**src/rtl/mem_stage.sv**
```systemverilog
// mem_stage: pipeline memory stage; issues data-bus requests, waits for ack, and forms the MEM/WB writeback.
// Ports:
//   clk, rst                 clock and asynchronous active-high reset
//   wR_in..funct3_in         EX/MEM slot (held stable by upstream while stall_out=1)
//   dbus_*                   word-aligned data bus; request held stable until dbus_ack
//   wR_out..misalign_out     registered MEM/WB slot
//   stall_out                holds upstream while a bus access is outstanding
module mem_stage (
    input  logic        clk,
    input  logic        rst,
    input  logic [4:0]  wR_in,
    input  logic [31:0] rD2_in,
    input  logic [31:0] aluc_in,
    input  logic [31:0] wD_in,
    input  logic [31:0] pc_in,
    input  logic        have_inst_in,
    input  logic [1:0]  rf_wsel_in,
    input  logic        rf_we_in,
    input  logic        ram_we_in,
    input  logic [2:0]  funct3_in,
    output logic        dbus_req,
    output logic        dbus_we,
    output logic [31:0] dbus_addr,
    output logic [31:0] dbus_wdata,
    output logic [3:0]  dbus_wstrb,
    input  logic [31:0] dbus_rdata,
    input  logic        dbus_ack,
    output logic [4:0]  wR_out,
    output logic [31:0] wD_out,
    output logic [31:0] pc_out,
    output logic        have_inst_out,
    output logic        rf_we_out,
    output logic        misalign_out,
    output logic        stall_out
);
    typedef enum logic {IDLE, WAIT} state_t;
    state_t      state_q, state_d;
    logic        req_q, req_d, we_q, we_d;
    logic [31:0] addr_q, addr_d, wdata_q, wdata_d;
    logic [3:0]  wstrb_q, wstrb_d;
    logic [4:0]  wR_q, wR_d;
    logic [31:0] wD_q, wD_d, pc_q, pc_d;
    logic        have_q, have_d, rf_we_q, rf_we_d, mis_q, mis_d;
    logic [1:0]  off, size;
    logic        memop, misaligned, aligned_mem, stall;
    logic [31:0] lane_shift, ld_ext, wb, st_data;
    logic [7:0]  ld_b;
    logic [15:0] ld_h;
    logic [3:0]  st_strb;
    always_comb begin
        off         = aluc_in[1:0];
        size        = funct3_in[1:0];
        memop       = have_inst_in && (ram_we_in || rf_wsel_in == 2'b01);
        misaligned  = (size == 2'b01 && off[0]) || (size[1] && off != 2'b00);
        aligned_mem = memop && !misaligned;
        // byte lane picked by the low address bits; halfword by addr[1]
        lane_shift  = dbus_rdata >> {off, 3'b000};
        ld_b        = lane_shift[7:0];
        ld_h        = off[1] ? dbus_rdata[31:16] : dbus_rdata[15:0];
        ld_ext      = size == 2'b00 ? {{24{!funct3_in[2] && ld_b[7]}}, ld_b} :
                      size == 2'b01 ? {{16{!funct3_in[2] && ld_h[15]}}, ld_h} : dbus_rdata;
        wb          = rf_wsel_in == 2'b00 ? aluc_in : rf_wsel_in == 2'b01 ? ld_ext : wD_in;
        st_data     = size == 2'b00 ? {4{rD2_in[7:0]}} : size == 2'b01 ? {2{rD2_in[15:0]}} : rD2_in;
        st_strb     = !ram_we_in ? 4'b0000 : size == 2'b00 ? 4'b0001 << off :
                      size == 2'b01 ? 4'b0011 << off : 4'b1111;
        stall       = state_q == IDLE ? aligned_mem : !dbus_ack;
        state_d     = state_q;
        req_d       = req_q;
        we_d        = we_q;
        addr_d      = addr_q;
        wdata_d     = wdata_q;
        wstrb_d     = wstrb_q;
        if (state_q == IDLE && aligned_mem) begin
            state_d = WAIT;
            req_d   = 1'b1;
            we_d    = ram_we_in;
            addr_d  = {aluc_in[31:2], 2'b00};
            wdata_d = st_data;
            wstrb_d = st_strb;
        end else if (state_q == WAIT && dbus_ack) begin
            state_d = IDLE;
            req_d   = 1'b0;
            we_d    = 1'b0;
            wstrb_d = 4'b0000;
        end
        // a stalled cycle still advances MEM/WB, but only with a bubble
        wR_d    = wR_in;
        wD_d    = wb;
        pc_d    = pc_in;
        have_d  = stall ? 1'b0 : have_inst_in;
        rf_we_d = stall ? 1'b0 : have_inst_in && rf_we_in && !ram_we_in && !(memop && misaligned);
        mis_d   = stall ? 1'b0 : memop && misaligned;
    end
    always_ff @(posedge clk or posedge rst) begin
        if (rst) begin
            state_q <= IDLE;
            req_q   <= 1'b0;
            we_q    <= 1'b0;
            addr_q  <= '0;
            wdata_q <= '0;
            wstrb_q <= '0;
            wR_q    <= '0;
            wD_q    <= '0;
            pc_q    <= '0;
            have_q  <= 1'b0;
            rf_we_q <= 1'b0;
            mis_q   <= 1'b0;
        end else begin
            state_q <= state_d;
            req_q   <= req_d;
            we_q    <= we_d;
            addr_q  <= addr_d;
            wdata_q <= wdata_d;
            wstrb_q <= wstrb_d;
            wR_q    <= wR_d;
            wD_q    <= wD_d;
            pc_q    <= pc_d;
            have_q  <= have_d;
            rf_we_q <= rf_we_d;
            mis_q   <= mis_d;
        end
    end
    assign dbus_req      = req_q;
    assign dbus_we       = we_q;
    assign dbus_addr     = addr_q;
    assign dbus_wdata    = wdata_q;
    assign dbus_wstrb    = wstrb_q;
    assign wR_out        = wR_q;
    assign wD_out        = wD_q;
    assign pc_out        = pc_q;
    assign have_inst_out = have_q;
    assign rf_we_out     = rf_we_q;
    assign misalign_out  = mis_q;
    // reset must silence the stall even though the slot inputs may look like a memory op
    assign stall_out     = !rst && stall;
endmodule
```
**config.mk**
```make
export PLATFORM = sky130hd
export DESIGN_NAME = mem_stage
export DESIGN_NICKNAME = d
export VERILOG_FILES = /design/src/rtl/mem_stage.sv
export SDC_FILE = /design/constraint.sdc
export NUM_CORES = 1
export LEC_CHECK = 0
export CORE_ASPECT_RATIO = 1.25
export CORE_MARGIN = 3
export CORE_UTILIZATION = 36
export DETAILED_ROUTE_END_ITERATION = 7
export PLACE_DENSITY = 0.87
export SLEW_MARGIN = 5
export SYNTH_ARGS = -nofsm -noshare
export SYNTH_HDL_FRONTEND = slang
export SYNTH_SLANG_ARGS = --single-unit
export TNS_END_PERCENT = 100
```
**constraint.sdc**
```tcl
create_clock -name clk -period 4.6 [get_ports clk]
set_input_delay 0.69 -clock clk [delete_from_list [all_inputs] [get_ports clk]]
set_output_delay 0.69 -clock clk [all_outputs]
set_load 0.03 [all_outputs]
```
==> results.toml <==
[outcome]
outcome = "complete, no violations"

[logic_synthesis]
synth_cells = 487
synth_area_mm2 = 0.00608
synth.mux.area_fraction_pct = 18.8
synth_top_family_by_area = "multiplexers"
syn_area_per_cell_um2 = 12.5
synth-compound-area-share_pct = 13.2
yosys.area_share.xor_xnor_pct = 0
ys_seq_elements = 140
async_flop_share_pct = 100
ys_seq_area_share_pct = 57.7
yosys.area_share.simple_pct = 5.89
synth_edf_count = 0
yosysUniqueCellTypes = 43
synthAdderAreaFrac_pct = 0.824
synth_flop_cell = "dfrtp_1"
yosysWarnings = 0

[cts]
path_clk_slew_ns = 0.06
cts_buffer_depth = 2
tritoncts = "built"
post_cts_resized = 0
ctsHoldBuffers = 0
clock-root-buffer = "clkbuf_16"
cts_sinks = 140
cts_post_setup_buffers_inserted = 0
cts_buffers = 17
h-tree-depth = 4
insertion_delay_ns = 0.42

[setup_path]
cp_max_fo = 9
worst_ep_required_time_ns = 3.91
cp_slowest_cell = "clkdlybuf4s50_1"
setup.worst_path.end_class = "output pin"
crit_type = "input pin to output pin"
critPathMostFrequentCell = "clkdlybuf4s50_1"
arrival_ns = 2.84
max_stage_delay_ns = 0.61
path_delay_family = "buffers and inverters"
cp_num_buf_inv = 3
crit_chain = "clkdlybuf4s50_1 -> clkinv_1 -> ha_1 -> mux2_4 -> nand3_4 -> a21oi_1 -> clkdlybuf4s50_1"
crit_path_start_kind = "input pin"

[placed_design]
port_buffers = 316
dp_hpwl_mm = 16.4
dp_slack_ns = 1.06
place_congestion = 0.852

[global_route]
gr-total-overflow = 0
grt_usage_pct = 23.9
first_global_vias = 5812
grt_max_degree = 92
grt_pass1_wl_mm = 32.9
antenna_found_initial = 1

[timing]
finalSetupViolCount = 0
skew_ns = 0.00941
post-route-min-period_ns = 3.53
rsz0062_at_grt = "no"
post-route-period-util_pct = 76.7
finalHoldViolCount = 0
setup_tns_ns = 0
max_freq_mhz = 283
slew_viol_final = 0
setup_slack_ns = 1.07
whs_ns = 0.504
max_slew_margin_pct = 22.5
tightest_slew_ns = 1.16

[job]
cap_viol_max_count = 0

[pwr]
switching_share_pct = 34.0
pwr-share-clk_pct = 30.8
pwr_density_cell_mw_per_mm2 = 442
power.internal_uw = 2910
power_uw = 4400
combPwrFrac_pct = 33.9
static-leakage-power_uw = 0.00414
p_sw_uw = 1500
ir_worst_vdd_uv = 265
pwr-share-seq_pct = 35.3

[floorplan]
die_y_um = 151
start_util_pct = 37.1
die-area_mm2 = 0.0185
core_area_mm2 = 0.0164
num_rows = 52
ios = 319
die_w_um = 122

[route]
drt-initial-drc-count = 263
drt-vias-per-instance = 5.16
vias = 5297
wire_per_inst_um = 21.8
drt-pass1-iter-count = 4
ant_nets = 0
drt_wl_total_mm = 22.4
drc = 0

[hold_path]
min_path_type = "flop to flop"

[finish]
area_growth_pct = 63.8
fin_nets = 977
most-common-layout-cells = "clkdlybuf4s50_1, dfrtp_1, mux2_2"
drive_gt1_share_pct = 16.2
mostFrequentLayoutCell = "clkdlybuf4s50_1"
## path summary, 6_finish.rpt
path                           startpoint        endpoint  slack [ns]  cells after the start
setup / recovery               aluc_in[1]       stall_out        1.07                      7
min in group asynchronous             rst  dbus_wdata[23]        0.81                      2
hold / removal             dbus_wdata[13]  dbus_wdata[13]        0.50                      1
hold reg to reg            dbus_wdata[13]  dbus_wdata[13]        0.50                      1
max in group asynchronous             rst       wD_out[3]        2.83                      3
setup reg to reg                 dbus_req   dbus_wdata[1]        2.64                      4
## layer usage
metal / global-route usage [%] / share of wire [%] / vias up
li1: - / - / 2391
met1: 27.1 / 37 / 2616
met2: 41.9 / 53 / 243
met3: 7.21 / 7.8 / 47
met4: 9.97 / 3.0 / 0
met5: 0 / 0 / -
## worst register-to-register path: stages (launching register included)
cell	delay (ns)
dfrtp_1	0.44
a21oi_2	0.08
nand3_4	0.09
buf_4	0.75
mux2_2	0.48
## flip-flops by register name, indices dropped and copies added, names as in the netlist, 4 cells and up
| name | cells |
|---|---|
| wD_out | 32 |
| dbus_wstrb | 4 |
| dbus_addr | 30 |
| wR_out | 5 |
| pc_out | 32 |
| dbus_wdata | 32 |
## cell type report
cell class              instances  area (um2)
clock inverters                15         153
multi-input cells             309        2360
flip-flops and latches        140        3500
clock buffers                  17         425
repair buffers                324        3220
diodes                          1        2.50
fillers                      1318        6440
well taps                     216         270
inverters                       5        23.8
## per-stage QoR
stage               cells  instance area, um2  utilization [%]
finish               1027                9950             60.7
CTS                  1026                9950             60.7
floorplan             488                6080                -
detailed placement    994                9370             57.2
global route         1027                9950             60.7
global placement      994                9370             57.2
## synthesized netlist by cell type, types with 7 or more instances
library cell  instances  area, um2
mux2i_1              18        180
dfrtp_1             140       3500
a21oi_1              32        160
o22ai_1              29        181
a22oi_1               9       67.6
buf_4                11       82.6
clkbuf_1             13       48.8
a31oi_1               7       43.8
mux2_2               76        856
nor2b_1               7       43.8
a22o_1                8       70.1
o21ai_0              24        120
a21o_1                7       52.6
nand2_1              43        161
nor2_1                9       33.8
## cell families (layout without fill, tap and decap cells)
kind of cell / count (synthesis) / count (layout)
flops: 140 / 140
simple gates: 75 / 75
fa+ha+maj: 4 / 4
other cells: 1 / 3
buf+inv: 39 / 361
mux: 100 / 100
compound gates: 128 / 128
## power groups by stage
stage          Clock, uW  Sequential, uW  Combinational [uW]
6_report            1360            1550                1490
5_1_grt             1440            1580                1560
4_1_cts             1390            1550                1500
3_5_place_dp           0            1570                1500
3_3_place_gp           0            1560                1480
2_1_floorplan          0            2010                 329
Power figures use the tool's default switching activity.
